[src/rtl/vreg_wb_sched_if.sv]
// Writeback bus between the two vector producers, the scheduler and the register-file write port.
// The master side is the producers and register file; the slave side is the scheduler.
interface vreg_wb_sched_if #(
    parameter int DATA_W = 256,
    parameter int ADDR_W = 3
);
    logic              req0_valid;
    logic [ADDR_W-1:0] req0_dst;
    logic [DATA_W-1:0] req0_data;
    logic              req0_ready;
    logic              req1_valid;
    logic [ADDR_W-1:0] req1_dst;
    logic [DATA_W-1:0] req1_data;
    logic              req1_ready;
    logic              wr_en;
    logic [ADDR_W-1:0] wr_dst;
    logic [DATA_W-1:0] wr_data;

    modport master (
        output req0_valid, req0_dst, req0_data, req1_valid, req1_dst, req1_data,
        input  req0_ready, req1_ready, wr_en, wr_dst, wr_data
    );

    modport slave (
        input  req0_valid, req0_dst, req0_data, req1_valid, req1_dst, req1_data,
        output req0_ready, req1_ready, wr_en, wr_dst, wr_data
    );
endinterface

[src/rtl/vreg_wb_sched.sv]
// Round-robin writeback scheduler for the 8 x 256-bit vector register file, with a
// per-register pending scoreboard that decode uses for RAW/WAW stalls.
module vreg_wb_sched #(
    parameter  int DATA_W = 256,
    parameter  int ADDR_W = 3,
    localparam int NREGS  = 2**ADDR_W
) (
    input  logic              clk,
    input  logic              rst,
    vreg_wb_sched_if.slave    bus,
    input  logic              iss_valid,
    input  logic [ADDR_W-1:0] iss_dst,
    input  logic [ADDR_W-1:0] chk_addr_1,
    input  logic [ADDR_W-1:0] chk_addr_2,
    input  logic [ADDR_W-1:0] chk_dst,
    output logic              hazard,
    output logic [NREGS-1:0]  pending,
    output logic              err
);
    logic              last_grant_q, last_grant_d;
    logic              wr_en_q, wr_en_d;
    logic [ADDR_W-1:0] wr_dst_q, wr_dst_d;
    logic [DATA_W-1:0] wr_data_q, wr_data_d;
    logic [NREGS-1:0]  pending_q, pending_d;
    logic              err_q, err_d;
    logic              gnt0, gnt1, xfer;
    logic [NREGS-1:0]  set_vec, clr_vec;

    // The requester that did not win last gets priority when both are valid.
    always_comb begin
        gnt0 = ~rst & bus.req0_valid & (~bus.req1_valid | last_grant_q);
        gnt1 = ~rst & bus.req1_valid & (~bus.req0_valid | ~last_grant_q);
        xfer = gnt0 | gnt1;
    end

    always_comb begin
        last_grant_d = last_grant_q;
        wr_en_d      = xfer;
        wr_dst_d     = wr_dst_q;
        wr_data_d    = wr_data_q;
        if (xfer) begin
            last_grant_d = gnt1;
            wr_dst_d     = gnt1 ? bus.req1_dst  : bus.req0_dst;
            wr_data_d    = gnt1 ? bus.req1_data : bus.req0_data;
        end
    end

    // A write in flight this cycle retires its pending bit at the edge; a new issue wins over it.
    always_comb begin
        set_vec   = iss_valid ? (NREGS'(1) << iss_dst) : '0;
        clr_vec   = wr_en_q ? (NREGS'(1) << wr_dst_q) : '0;
        pending_d = set_vec | (pending_q & ~clr_vec);
        err_d     = err_q
                  | (iss_valid & pending_q[iss_dst] & ~clr_vec[iss_dst])
                  | (wr_en_q & ~pending_q[wr_dst_q]);
    end

    always_ff @(posedge clk) begin
        if (rst) begin
            last_grant_q <= 1'b1;
            wr_en_q      <= 1'b0;
            wr_dst_q     <= '0;
            wr_data_q    <= '0;
            pending_q    <= '0;
            err_q        <= 1'b0;
        end else begin
            last_grant_q <= last_grant_d;
            wr_en_q      <= wr_en_d;
            wr_dst_q     <= wr_dst_d;
            wr_data_q    <= wr_data_d;
            pending_q    <= pending_d;
            err_q        <= err_d;
        end
    end

    assign bus.req0_ready = gnt0;
    assign bus.req1_ready = gnt1;
    assign bus.wr_en      = wr_en_q;
    assign bus.wr_dst     = wr_dst_q;
    assign bus.wr_data    = wr_data_q;
    assign pending        = pending_q;
    assign err            = err_q;
    assign hazard         = pending_q[chk_addr_1] | pending_q[chk_addr_2] | pending_q[chk_dst];
endmodule

[src/flat_wrapper.sv]
// flat-port wrapper written by rule: the top's interface ports become plain ports
module vreg_wb_sched_flat 
#(
    parameter  int DATA_W = 256,
    parameter  int ADDR_W = 3,
    localparam int NREGS  = 2**ADDR_W
)
  (clk, rst, iss_valid, iss_dst, chk_addr_1, chk_addr_2, chk_dst, hazard, pending, err, bus_req0_valid, bus_req0_dst, bus_req0_data, bus_req1_valid, bus_req1_dst, bus_req1_data, bus_req0_ready, bus_req1_ready, bus_wr_en, bus_wr_dst, bus_wr_data);
  vreg_wb_sched_if #(.DATA_W(DATA_W), .ADDR_W(ADDR_W)) bus_i ();
  input  logic clk;
  input  logic rst;
  input  logic iss_valid;
  input  logic [ADDR_W-1:0] iss_dst;
  input  logic [ADDR_W-1:0] chk_addr_1;
  input  logic [ADDR_W-1:0] chk_addr_2;
  input  logic [ADDR_W-1:0] chk_dst;
  output logic hazard;
  output logic [NREGS-1:0] pending;
  output logic err;
  input wire logic [$bits(bus_i.req0_valid)-1:0] bus_req0_valid;
  input wire logic [$bits(bus_i.req0_dst)-1:0] bus_req0_dst;
  input wire logic [$bits(bus_i.req0_data)-1:0] bus_req0_data;
  input wire logic [$bits(bus_i.req1_valid)-1:0] bus_req1_valid;
  input wire logic [$bits(bus_i.req1_dst)-1:0] bus_req1_dst;
  input wire logic [$bits(bus_i.req1_data)-1:0] bus_req1_data;
  output wire logic [$bits(bus_i.req0_ready)-1:0] bus_req0_ready;
  output wire logic [$bits(bus_i.req1_ready)-1:0] bus_req1_ready;
  output wire logic [$bits(bus_i.wr_en)-1:0] bus_wr_en;
  output wire logic [$bits(bus_i.wr_dst)-1:0] bus_wr_dst;
  output wire logic [$bits(bus_i.wr_data)-1:0] bus_wr_data;
  assign bus_i.req0_valid = bus_req0_valid;
  assign bus_i.req0_dst = bus_req0_dst;
  assign bus_i.req0_data = bus_req0_data;
  assign bus_i.req1_valid = bus_req1_valid;
  assign bus_i.req1_dst = bus_req1_dst;
  assign bus_i.req1_data = bus_req1_data;
  assign bus_req0_ready = bus_i.req0_ready;
  assign bus_req1_ready = bus_i.req1_ready;
  assign bus_wr_en = bus_i.wr_en;
  assign bus_wr_dst = bus_i.wr_dst;
  assign bus_wr_data = bus_i.wr_data;
  vreg_wb_sched #(.DATA_W(DATA_W), .ADDR_W(ADDR_W)) u_core (.clk(clk), .rst(rst), .bus(bus_i), .iss_valid(iss_valid), .iss_dst(iss_dst), .chk_addr_1(chk_addr_1), .chk_addr_2(chk_addr_2), .chk_dst(chk_dst), .hazard(hazard), .pending(pending), .err(err));
endmodule
[config.mk]
export PLATFORM = sky130hd
export DESIGN_NAME = vreg_wb_sched_flat
export DESIGN_NICKNAME = d
export VERILOG_FILES = /design/src/rtl/vreg_wb_sched_if.sv /design/src/rtl/vreg_wb_sched.sv /design/src/flat_wrapper.sv
export SDC_FILE = /design/constraint.sdc
export NUM_CORES = 1
export LEC_CHECK = 0
export BUFFER_PORTS_ARGS = -buffer_cell sky130_fd_sc_hd__buf_2
export CAP_MARGIN = 20
export CORE_AREA = 2 2 316 318
export DETAILED_ROUTE_END_ITERATION = 12
export DIE_AREA = 0 0 318 320
export SLEW_MARGIN = 0
export SYNTH_ARGS = -nofsm -noshare
export SYNTH_HDL_FRONTEND = slang
export SYNTH_SLANG_ARGS = --single-unit
[constraint.sdc]
create_clock -name clk -period 4.6 [get_ports clk]
set_clock_uncertainty 0.15 [all_clocks]
set_input_delay 1.15 -clock clk [delete_from_list [all_inputs] [get_ports clk]]
set_output_delay 1.15 -clock clk [all_outputs]
set_load 0.005 [all_outputs]
==> summary.txt, run 1 <==
Routing
  – Vias/cell: 3.98
  – DRT Pass-1 Iters: 5
  – DR top layer: met5
  – Routed via count: 14200
  – Met3 wire length: ~4400 um
  – Remaining DRCs: 0
  – WL per Instance: 18.9 um
  – Final WL: around 67000 um
  – Drt first-iter violations: ~1100
  – Post-route antenna net violation count: 0
  – Routed length on met1: slightly above 30000 um
  – Routed length on met2: about 31000 um

Power and ir drop
  – Max VDD drop: ~0.00018 V
  – LEAKAGE: about 8.3 nW
  – Power Density: 360 nW/um^2
  – Total power: 6.87 mW

Yosys
  – Post-synthesis register bit count: 270
  – Synthesis Warnings: 0
  – Sequential share of the synthesized area: 42.5%
  – Most used DFF post-synth: dfxtp_1
  – Yosys top cell area share: 42.5%
  – Area leader, netlist: dfxtp_1
  – Cell Area, Synth: ~13000 um^2
  – Syn Nets: between 2000 and 2500
  – Syn avg cell area: about 8.3 um^2
  – Synth area leaders: dfxtp_1 (43%), nand2_1 (16%), a311oi_2 (13%), a311oi_1 (10%), nor2_1 (7.8%)
  – Post-synth EDFFs: 0
  – Async SR Flop Fraction: 0%
  – Top-count cell post-synth: nand2_1
  – Synth unique cells: 40
  – Gate Count Post-Synth: between 1500 and 2000
  – Post-synth top cells: nand2_1 (525), dfxtp_1 (270), nor2_1 (265)

Timing
  – Min Tclk post-route: ~3500 ps
  – Unrepaired setup endpoints after global routing: no
  – Final Hold Viols: 0
  – Slew Limit Fails: 0
  – Final setup violation count: 0
  – Setup_tns: 0 ps
  – Worst Max-Slew Pin Slew: around 1100 ps
  – Fmax achieved: 289 MHz
  – Final hold slack: between 300 and 400 ps
  – Max_slew headroom: between 20 and 30%
  – Final period util: between 70 and 80%

CTS
  – CTS resizes: 0
  – Num CTS Buffers: 35
  – CTS clk-pin slew, worst paths: 60 ps
  – Clock tree buffer depth: 3
  – Clock sink count: between 200 and 300
  – CTS hold repair buffers: 0
  – H-tree depth: 2
  – Setup bufs post-CTS: 0
  – Clk root buf: clkbuf_16
  – CTS tree: done
  – Clk Latency, worst-skew pair: 550 ps

Layout
  – Register area: between 5000 and 6000 um^2
  – # nets final: ~2800
  – # diodes: 0
  – Filler cell count: ~11000
  – Fin cells: about 3600
  – Fin area: 19100 um^2
  – Layout cells sized above 1: ~44%
  – Synth-to-Final Area Change: 50.3%
  – Multi-input gate area: about 6500 um^2

Worst setup path
  – FF-to-FF setup slack: around 2300 ps
  – Cell repeated most along the worst path: buf_2
  – Setup crit end: hazard
  – Critical path depth: 5
  – CP max-delay cell: mux4_2
  – CP Cell Sequence: buf_2 -> mux4_2 -> mux2i_1 -> nand3_1 -> buf_2
  – RR Startpoint: u_core.last_grant_q
  – Crit path from: chk_addr_2[0]
  – Worst r2r dst: u_core.bus.wr_data[103]
  – Req. time, crit path: 3300 ps
  – CP startpoint kind: input port
  – Worst Path Max Fanout: 2
  – Largest stage delay, worst path: 490 ps
  – Kind of critical path: in -> out
  – Top delay family on crit path: multiplexers
  – Worst Path Arrival: 2160 ps
  – CP endpoint kind: primary output
  – Reg2Reg Depth: 7
  – Crit path buffers/inverters: 2

GRT
  – Global-route wire length before repair: 95300 um
  – Gr ovfl total: 0
  – Number of global-route vias before repair: roughly 14000
  – Initial antenna violation count: 5
  – Largest net degree at the start of global routing: about 160
  – GRT Resource Usage Total: roughly an eighth

Hold path
  – HP Class: reg -> reg
  – Hold Path Depth: 2

Die
  – FP Rows: between 100 and 150
  – IO Pins: just over 800
  – Die ar.: roughly 100000 um^2
  – Die H: approximately 320 um
  – Initial Util: about an eighth
  – Die X-Extent: 318 um
  – Core area: 98000 um^2

Job
  – Max Cap Viol: 0

Placed design
  – Number of port buffers: between 800 and 900
  – GPL Wtd Cong: 0.861
  – Placed instance area: 17900 um^2
  – Placed insts: 3502
  – Final HPWL DP: 53100 um

Status
  – Status: finished clean
## final cells by class
cell class                      instances  share of cell area (%)
Timing Repair Buffer                  831                    22.6
Inverter                                4                   0.118
Tap cell                             1287                    8.43
Sequential cell                       270                    28.3
Multi-Input combinational cell       1110                    34.1
Clock inverter                         16                    1.15
Clock buffer                           47                    5.31
## flip-flops by register name, summed over array words and instances (netlist names)
signal and count:
u_core.bus.wr_dst 3, u_core.bus.wr_data 256, u_core.pending 8, u_core.bus.wr_en 1, u_core.last_grant_q 1, u_core.err 1
## worst min-delay path: stages, from the launching register on
cell      delay [ps]
dfxtp_1          310
nand2_1           50
a311oi_1          70
## layer usage
metal	global-route usage, %	vias up
li1	-	6819
met1	17.0	6634
met2	19.9	651
met3	2.90	66
met4	3.27	2
met5	0	-
## cell families (layout without fill, tap and decap cells)
family	Yosys count	after routing	share of synthesized area, %
flops	270	270	42.5
compound gates	286	286	24.7
mux	14	14	1.89
xor+xnor	1	1	0.0689
simple gates	809	809	24.4
buf+inv	154	898	6.36
## where the power goes
part / internal [mW] / switching (mW) / leakage [nW]
logic: 0.512 / 0.696 / 5.46
clock network: 1.84 / 1.17 / 0.613
registers: 2.53 / 0.128 / 2.23
total: 4.88 / 1.99 / 8.30
## metrics by stage
stage | worst slack, ps | utilization, %
2_1_floorplan | 1360 | -
3_3_place_gp | 1100 | 18.2
3_5_place_dp | 1140 | 18.2
4_1_cts | 1140 | 19.5
5_1_grt | 1060 | 19.5
6_report | 1140 | 19.5
## how the worst min path moves through the flow
stage | endpoint | slack, ps | from
after floorplan | u_core.bus.wr_data[0] | 320 | u_core.bus.wr_data[0]
after CTS | u_core.bus.wr_data[150] | 330 | u_core.bus.wr_data[150]
after detailed placement | u_core.bus.wr_data[150] | 320 | u_core.bus.wr_data[150]
after global placement | u_core.bus.wr_data[21] | 320 | u_core.bus.wr_data[21]
after global routing | u_core.bus.wr_data[102] | 340 | u_core.bus.wr_data[102]
final | u_core.bus.wr_data[245] | 330 | u_core.bus.wr_data[245]
## cells in the final DEF (no fill, tap or decap), drive strengths merged, types with 2 or more instances in the layout
| cell | Yosys | routed |
|---|---|---|
| clkinv | 1 | 9 |
| a32oi | 2 | 2 |
| o31ai | 2 | 2 |
| mux2i | 6 | 6 |
| nor2b | 4 | 4 |
| nor4bb | 2 | 2 |
| buf | 88 | 831 |
| a311oi | 259 | 259 |
| mux4 | 8 | 8 |
| a31oi | 2 | 2 |
| dfxtp | 270 | 270 |
| o21ai | 6 | 6 |
| bufinv | 0 | 5 |
| nand2 | 526 | 526 |
| a21oi | 7 | 7 |
| nor2 | 265 | 265 |
| nand4b | 2 | 2 |
| nand3 | 4 | 4 |
| nand2b | 2 | 2 |
| a22oi | 2 | 2 |
| clkbuf | 62 | 47 |
| inv | 3 | 6 |
Power figures use the tool's default switching activity.
==> run 2, diff against run 1 <==
Clock period 4.6 ns to 3.2 ns, I/O delays scaled along.
==> run 2 against run 1 <==
  * Sequential power grew 44%
  * Critical path depth shrank 1
  * Highest routed layer unchanged
  * Power grew 45%
==> summary.txt, run 2 (same netlist as run 1, synthesis figures left out) <==
GRT
  – Number of global-route vias before repair: 13700
  – Met3 GRT Util: about 4.8%
  – Met1 global-route usage: around 16%
  – Largest net degree at the start of global routing: between 100 and 150
  – Initial antenna violation count: 8
  – Grt met2 use: 19.1%
  – Global-route wire length before repair: 94900 um
  – GR peak layer: met2
  – Gr ovfl total: 0
  – GRT Resource Usage Total: about an eighth

Power and ir drop
  – Sequential share of power: roughly two fifths
  – Max VDD drop: ~0.00029 V
  – LEAKAGE: around 8.4 nW
  – Combinational power share: roughly 18%
  – Clock power frac: 43.7%
  – Power Density: ~510 nW/um^2
  – Psw: about 2.9 mW
  – Cell-internal power: roughly 7.1 mW
  – Net Sw Frac: 28.8%

Die
  – Initial Util: about an eighth
  – FP Rows: 115
  – Die ar.: approximately 100000 um^2
  – Die H: around 320 um
  – Die X-Extent: between 300 and 400 um
  – IO Pins: about 810
  – Core area: slightly below 100000 um^2

Timing
  – Max_slew headroom: between 20 and 30%
  – Final setup violation count: 0
  – Min Tclk post-route: about 2900 ps
  – Final worst slack: 339 ps
  – Slew Limit Fails: 0
  – Worst Max-Slew Pin Slew: roughly 1100 ps
  – Fmax achieved: roughly 350 MHz
  – Final Hold Viols: 0
  – Final hold slack: roughly 330 ps
  – Final period util: approximately 89%
  – Unrepaired setup endpoints after global routing: no
  – Setup_tns: 0 ps

Layout
  – Layout cells sized above 1: between 40 and 50%
  – Final core utilization: 19.7%
  – Commonest cells after routing, fill and taps aside: buf_2 (805), nand2_1 (525), dfxtp_1 (270)
  – Synth-to-Final Area Change: 51.9%
  – Fin area: just under 20000 um^2
  – Max FFs per register: about 260
  – Most common cell after layout, fill and taps aside: buf_2
  – # nets final: ~2800

Placed design
  – GPL Wtd Cong: between 0.8 and 0.9
  – Placed instance area: between 15000 and 20000 um^2
  – Number of port buffers: ~810
  – Final HPWL DP: around 54000 um
  – Setup WS pre-CTS: roughly 410 ps

Routing
  – WL per Instance: roughly 19 um
  – Vias/cell: 3.99
  – Post-route antenna net violation count: 0
  – Routed via count: around 14000
  – Final WL: ~68000 um
  – Drt first-iter violations: between 1000 and 1500
  – Remaining DRCs: 0
  – DRT Pass-1 Iters: 5

Status
  – Status: finished clean

CTS
  – H-tree depth: 2
  – Clock tree buffer depth: 3
  – CTS tree: done
  – CTS hold repair buffers: 0
  – Clock sink count: 270
  – Setup bufs post-CTS: 0
  – Num CTS Buffers: 35
  – Clk Latency, worst-skew pair: approximately 560 ps
  – CTS clk-pin slew, worst paths: around 60 ps
  – Clk root buf: clkbuf_16
  – CTS resizes: 0

Worst setup path
  – Worst Path Arrival: between 1500 and 2000 ps
  – CP endpoint kind: primary output
  – CP startpoint kind: flip-flop
  – Req. time, crit path: 2250 ps
  – Reg2Reg Depth: 7
  – Kind of critical path: reg -> out
  – Worst Path Max Fanout: 7

Hold path
  – HP Class: reg -> reg
  – Hold Path Depth: 2

Job
  – Max Cap Viol: 0
run 2: changes by cell type in the layout (fill, tap and decap cells not counted):
cell and change:
clkinv_2 -5, clkbuf_1 -2, clkinvlp_4 +3, buf_12 +5, bufinv_16 -1, diode_2 +2, clkbuf_8 +6, clkinv_4 -1
inv_6 -2, buf_4 +12
run 2: layout make-up:
| cell class | instances | area, um^2 |
|---|---|---|
| Clock buffer | 51 | 1090 |
| Antenna cell | 2 | 5.00 |
| Tap cell | 1287 | 1610 |
| Clock inverter | 10 | 161 |
| Multi-Input combinational cell | 1110 | 6500 |
| Inverter | 4 | 22.5 |
| Fill cell | 11100 | 78700 |
| Timing Repair Buffer | 848 | 4510 |
| Sequential cell | 270 | 5410 |
run 2: worst max-delay path: stages, from the launching register on:
cell and delay, ps:
dfxtp_1 420, mux4_2 500, mux2i_1 180, nand3_1 110, buf_2 140
run 2: power groups by stage:
stage / Sequential, mW / Clock [mW] / Combinational, mW
floorplan: 3.87 / 0 / 0.767
global placement: 3.89 / 0 / 1.80
detailed placement: 3.89 / 0 / 1.79
CTS: 3.82 / 4.49 / 1.80
global route: 3.86 / 4.60 / 1.93
finish: 3.82 / 4.34 / 1.77
run 2: per-stage QoR:
step / total power [mW] / std cells
6_report: 9.93 / 3582
3_5_place_dp: 5.68 / 3519
5_1_grt: 10.4 / 3582
2_1_floorplan: 4.63 / 1534
4_1_cts: 10.1 / 3580
3_3_place_gp: 5.68 / 3519
run 2: final timing paths:
check / startpoint / endpoint / slack (ps)
worst min register to register: u_core.bus.wr_data[216] / u_core.bus.wr_data[216] / 330
worst max-delay path: u_core.pending[7] / hazard / 340
worst max register to register: u_core.last_grant_q / u_core.bus.wr_data[121] / 1060
worst min-delay path: u_core.bus.wr_data[216] / u_core.bus.wr_data[216] / 330
run 2: metal layers:
metal  wire [um]  up-vias
met5         168        -
met4        2750       12
met3        6910      103
met2       29700      767
met1       28300     6572
li1            -     6839
==> run 3, diff against run 2 <==
Settings changed: CORE_AREA 2 2 316 318 to 2 2 318 320, DIE_AREA 0 0 318 320 to 0 0 320 322.
==> run 3 against run 2 <==
  * Maximum frequency down 2.0%
  * Clock power fell by 19%
  * Critical endpoint unchanged
  * Hold slack worse by 39 ps
  * Non-clock buffer count up 21
  * Sequential share of layout area rose by 0.16 points
  * Power down 8.7%
  * Count of clock-buffer cells in the layout is 3 lower
  * Sequential power about the same
  * Wire length decreased by 8.4%
  * First-iteration DRC count is 21% lower
  * Final cell count increased by 0.75%
  * Critical path depth stayed put
==> summary.txt, run 3 (same netlist as run 1, synthesis figures left out) <==
Layout
  – Filler cell count: around 11000
  – Multi-input gate area: between 6000 and 7000 um^2
  – # nets final: 2821
  – Final core utilization: 19.3%
  – Layout cells sized above 1: between 40 and 50%
  – Register area: between 5000 and 6000 um^2
  – Max FFs per register: ~260
  – Synth-to-Final Area Change: 51.1%
  – Most common cell after layout, fill and taps aside: buf_2
  – Commonest cells after routing, fill and taps aside: buf_2 (805), nand2_1 (525), dfxtp_1 (270)

Worst setup path
  – CP endpoint kind: primary output
  – Reg2Reg Depth: 8
  – CP startpoint kind: flip-flop
  – Req. time, crit path: 2250 ps
  – Kind of critical path: reg -> out
  – FF-to-FF setup slack: approximately 1200 ps
  – Worst r2r dst: u_core.bus.wr_data[13]
  – Worst Path Arrival: roughly 2000 ps
  – Worst Path Max Fanout: 7
  – Crit path from: u_core.pending[7]
  – Setup crit end: hazard
  – RR Startpoint: u_core.last_grant_q

Hold path
  – Hold Path Depth: 3
  – Hold_sp: bus_req0_data[157]
  – HP Class: in -> reg

Placed design
  – Number of port buffers: 806
  – Final HPWL DP: roughly 48000 um
  – GPL Wtd Cong: about 0.84

Job
  – Max Cap Viol: 0

CTS
  – CTS resizes: 0
  – Clock sink count: 270
  – Num CTS Buffers: 31
  – CTS hold repair buffers: 0
  – Clk root buf: clkbuf_16
  – CTS tree: done
  – CTS clk-pin slew, worst paths: 70 ps
  – Setup bufs post-CTS: 0
  – Clk Latency, worst-skew pair: between 600 and 700 ps
  – Clock tree buffer depth: 3
  – H-tree depth: 1

Power and ir drop
  – Combinational power share: roughly a fifth
  – Total power: 9.06 mW
  – Clock power frac: 39.0%
  – Max VDD drop: 0.000319 V
  – LEAKAGE: between 8 and 9 nW
  – Cell-internal power: around 6.4 mW
  – Power Density: ~470 nW/um^2
  – Psw: between 2 and 3 mW
  – Sequential share of power: 42.1%
  – Net Sw Frac: roughly 30%

Timing
  – Slew Limit Fails: 0
  – Final Hold Viols: 0
  – Unrepaired setup endpoints after global routing: no
  – Final setup violation count: 0
  – Max_slew headroom: between 40% and 50%
  – Setup_tns: 0 ps
  – Fmax achieved: roughly 340 MHz
  – Min Tclk post-route: between 2000 and 3000 ps
  – Worst Max-Slew Pin Slew: between 800 and 900 ps
  – Final period util: about nine tenths

GRT
  – Largest net degree at the start of global routing: ~130
  – Global-route wire length before repair: around 88000 um
  – Number of global-route vias before repair: roughly 14000
  – Gr ovfl total: 0
  – GRT Resource Usage Total: between 10 and 15%
  – Initial antenna violation count: 6

Routing
  – Remaining DRCs: 0
  – Vias/cell: around 4.0
  – Routed via count: between 10000 and 15000
  – DRT Pass-1 Iters: 5
  – WL per Instance: between 15 and 20 um
  – Post-route antenna net violation count: 0
  – Final WL: about 62000 um
  – Drt first-iter violations: a little over 800

Die
  – Die X-Extent: 320 um
  – Core area: between 90000 and 100000 um^2
  – Die H: 322 um
  – Initial Util: roughly an eighth
  – FP Rows: approximately 120
  – IO Pins: approximately 810
  – Die ar.: around 100000 um^2

Status
  – Status: finished clean
==> run 3: worst min path at each step <==
stage	endpoint
2_1_floorplan	u_core.bus.wr_data[0]
3_3_place_gp	u_core.bus.wr_data[1]
3_5_place_dp	u_core.bus.wr_data[26]
6_report	u_core.bus.wr_data[157]
4_1_cts	u_core.bus.wr_data[157]
5_1_grt	u_core.bus.wr_data[254]
==> run 3: final cells by class <==
| cell class | count | share of cell area, % |
|---|---|---|
| Clock buffer | 48 | 4.84 |
| Multi-Input combinational cell | 1110 | 33.9 |
| Tap cell | 1298 | 8.46 |
| Timing Repair Buffer | 869 | 24.3 |
| Clock inverter | 8 | 0.222 |
| Antenna cell | 2 | 0.0261 |
| Sequential cell | 270 | 28.2 |
| Inverter | 4 | 0.117 |
==> run 3: stage by stage <==
stage	hold WS [ps]	std cells	setup slack [ps]	instance area, um^2
floorplan	325	1534	660	12700
global placement	315	3551	389	18200
detailed placement	316	3551	434	18200
CTS	217	3607	233	19200
global route	262	3608	160	19200
finish	290	3609	282	19200
==> run 3: per-layer routing <==
layer	share of wire, %	wire, um	vias up	GRT usage, %
met1	42	26200	6760	14.2
met2	45	28200	685	18.1
met5	0.076	47	-	0
met4	3.3	2050	8	3.39
li1	-	-	6876	-
met3	8.9	5550	87	3.22
==> run 3: power groups by stage <==
stage | logic, mW | clock network [mW] | registers, mW
after global placement | 1.73 | 0 | 3.87
after floorplan | 0.767 | 0 | 3.87
after CTS | 1.74 | 3.66 | 3.81
after global routing | 1.88 | 3.74 | 3.84
final | 1.72 | 3.53 | 3.81
after detailed placement | 1.73 | 0 | 3.87
==> run 3: critical path: stages, from the launching register on <==
cell and delay (ps):
dfxtp_1 450, mux4_2 510, mux2i_1 160, nand3_1 90, buf_2 140
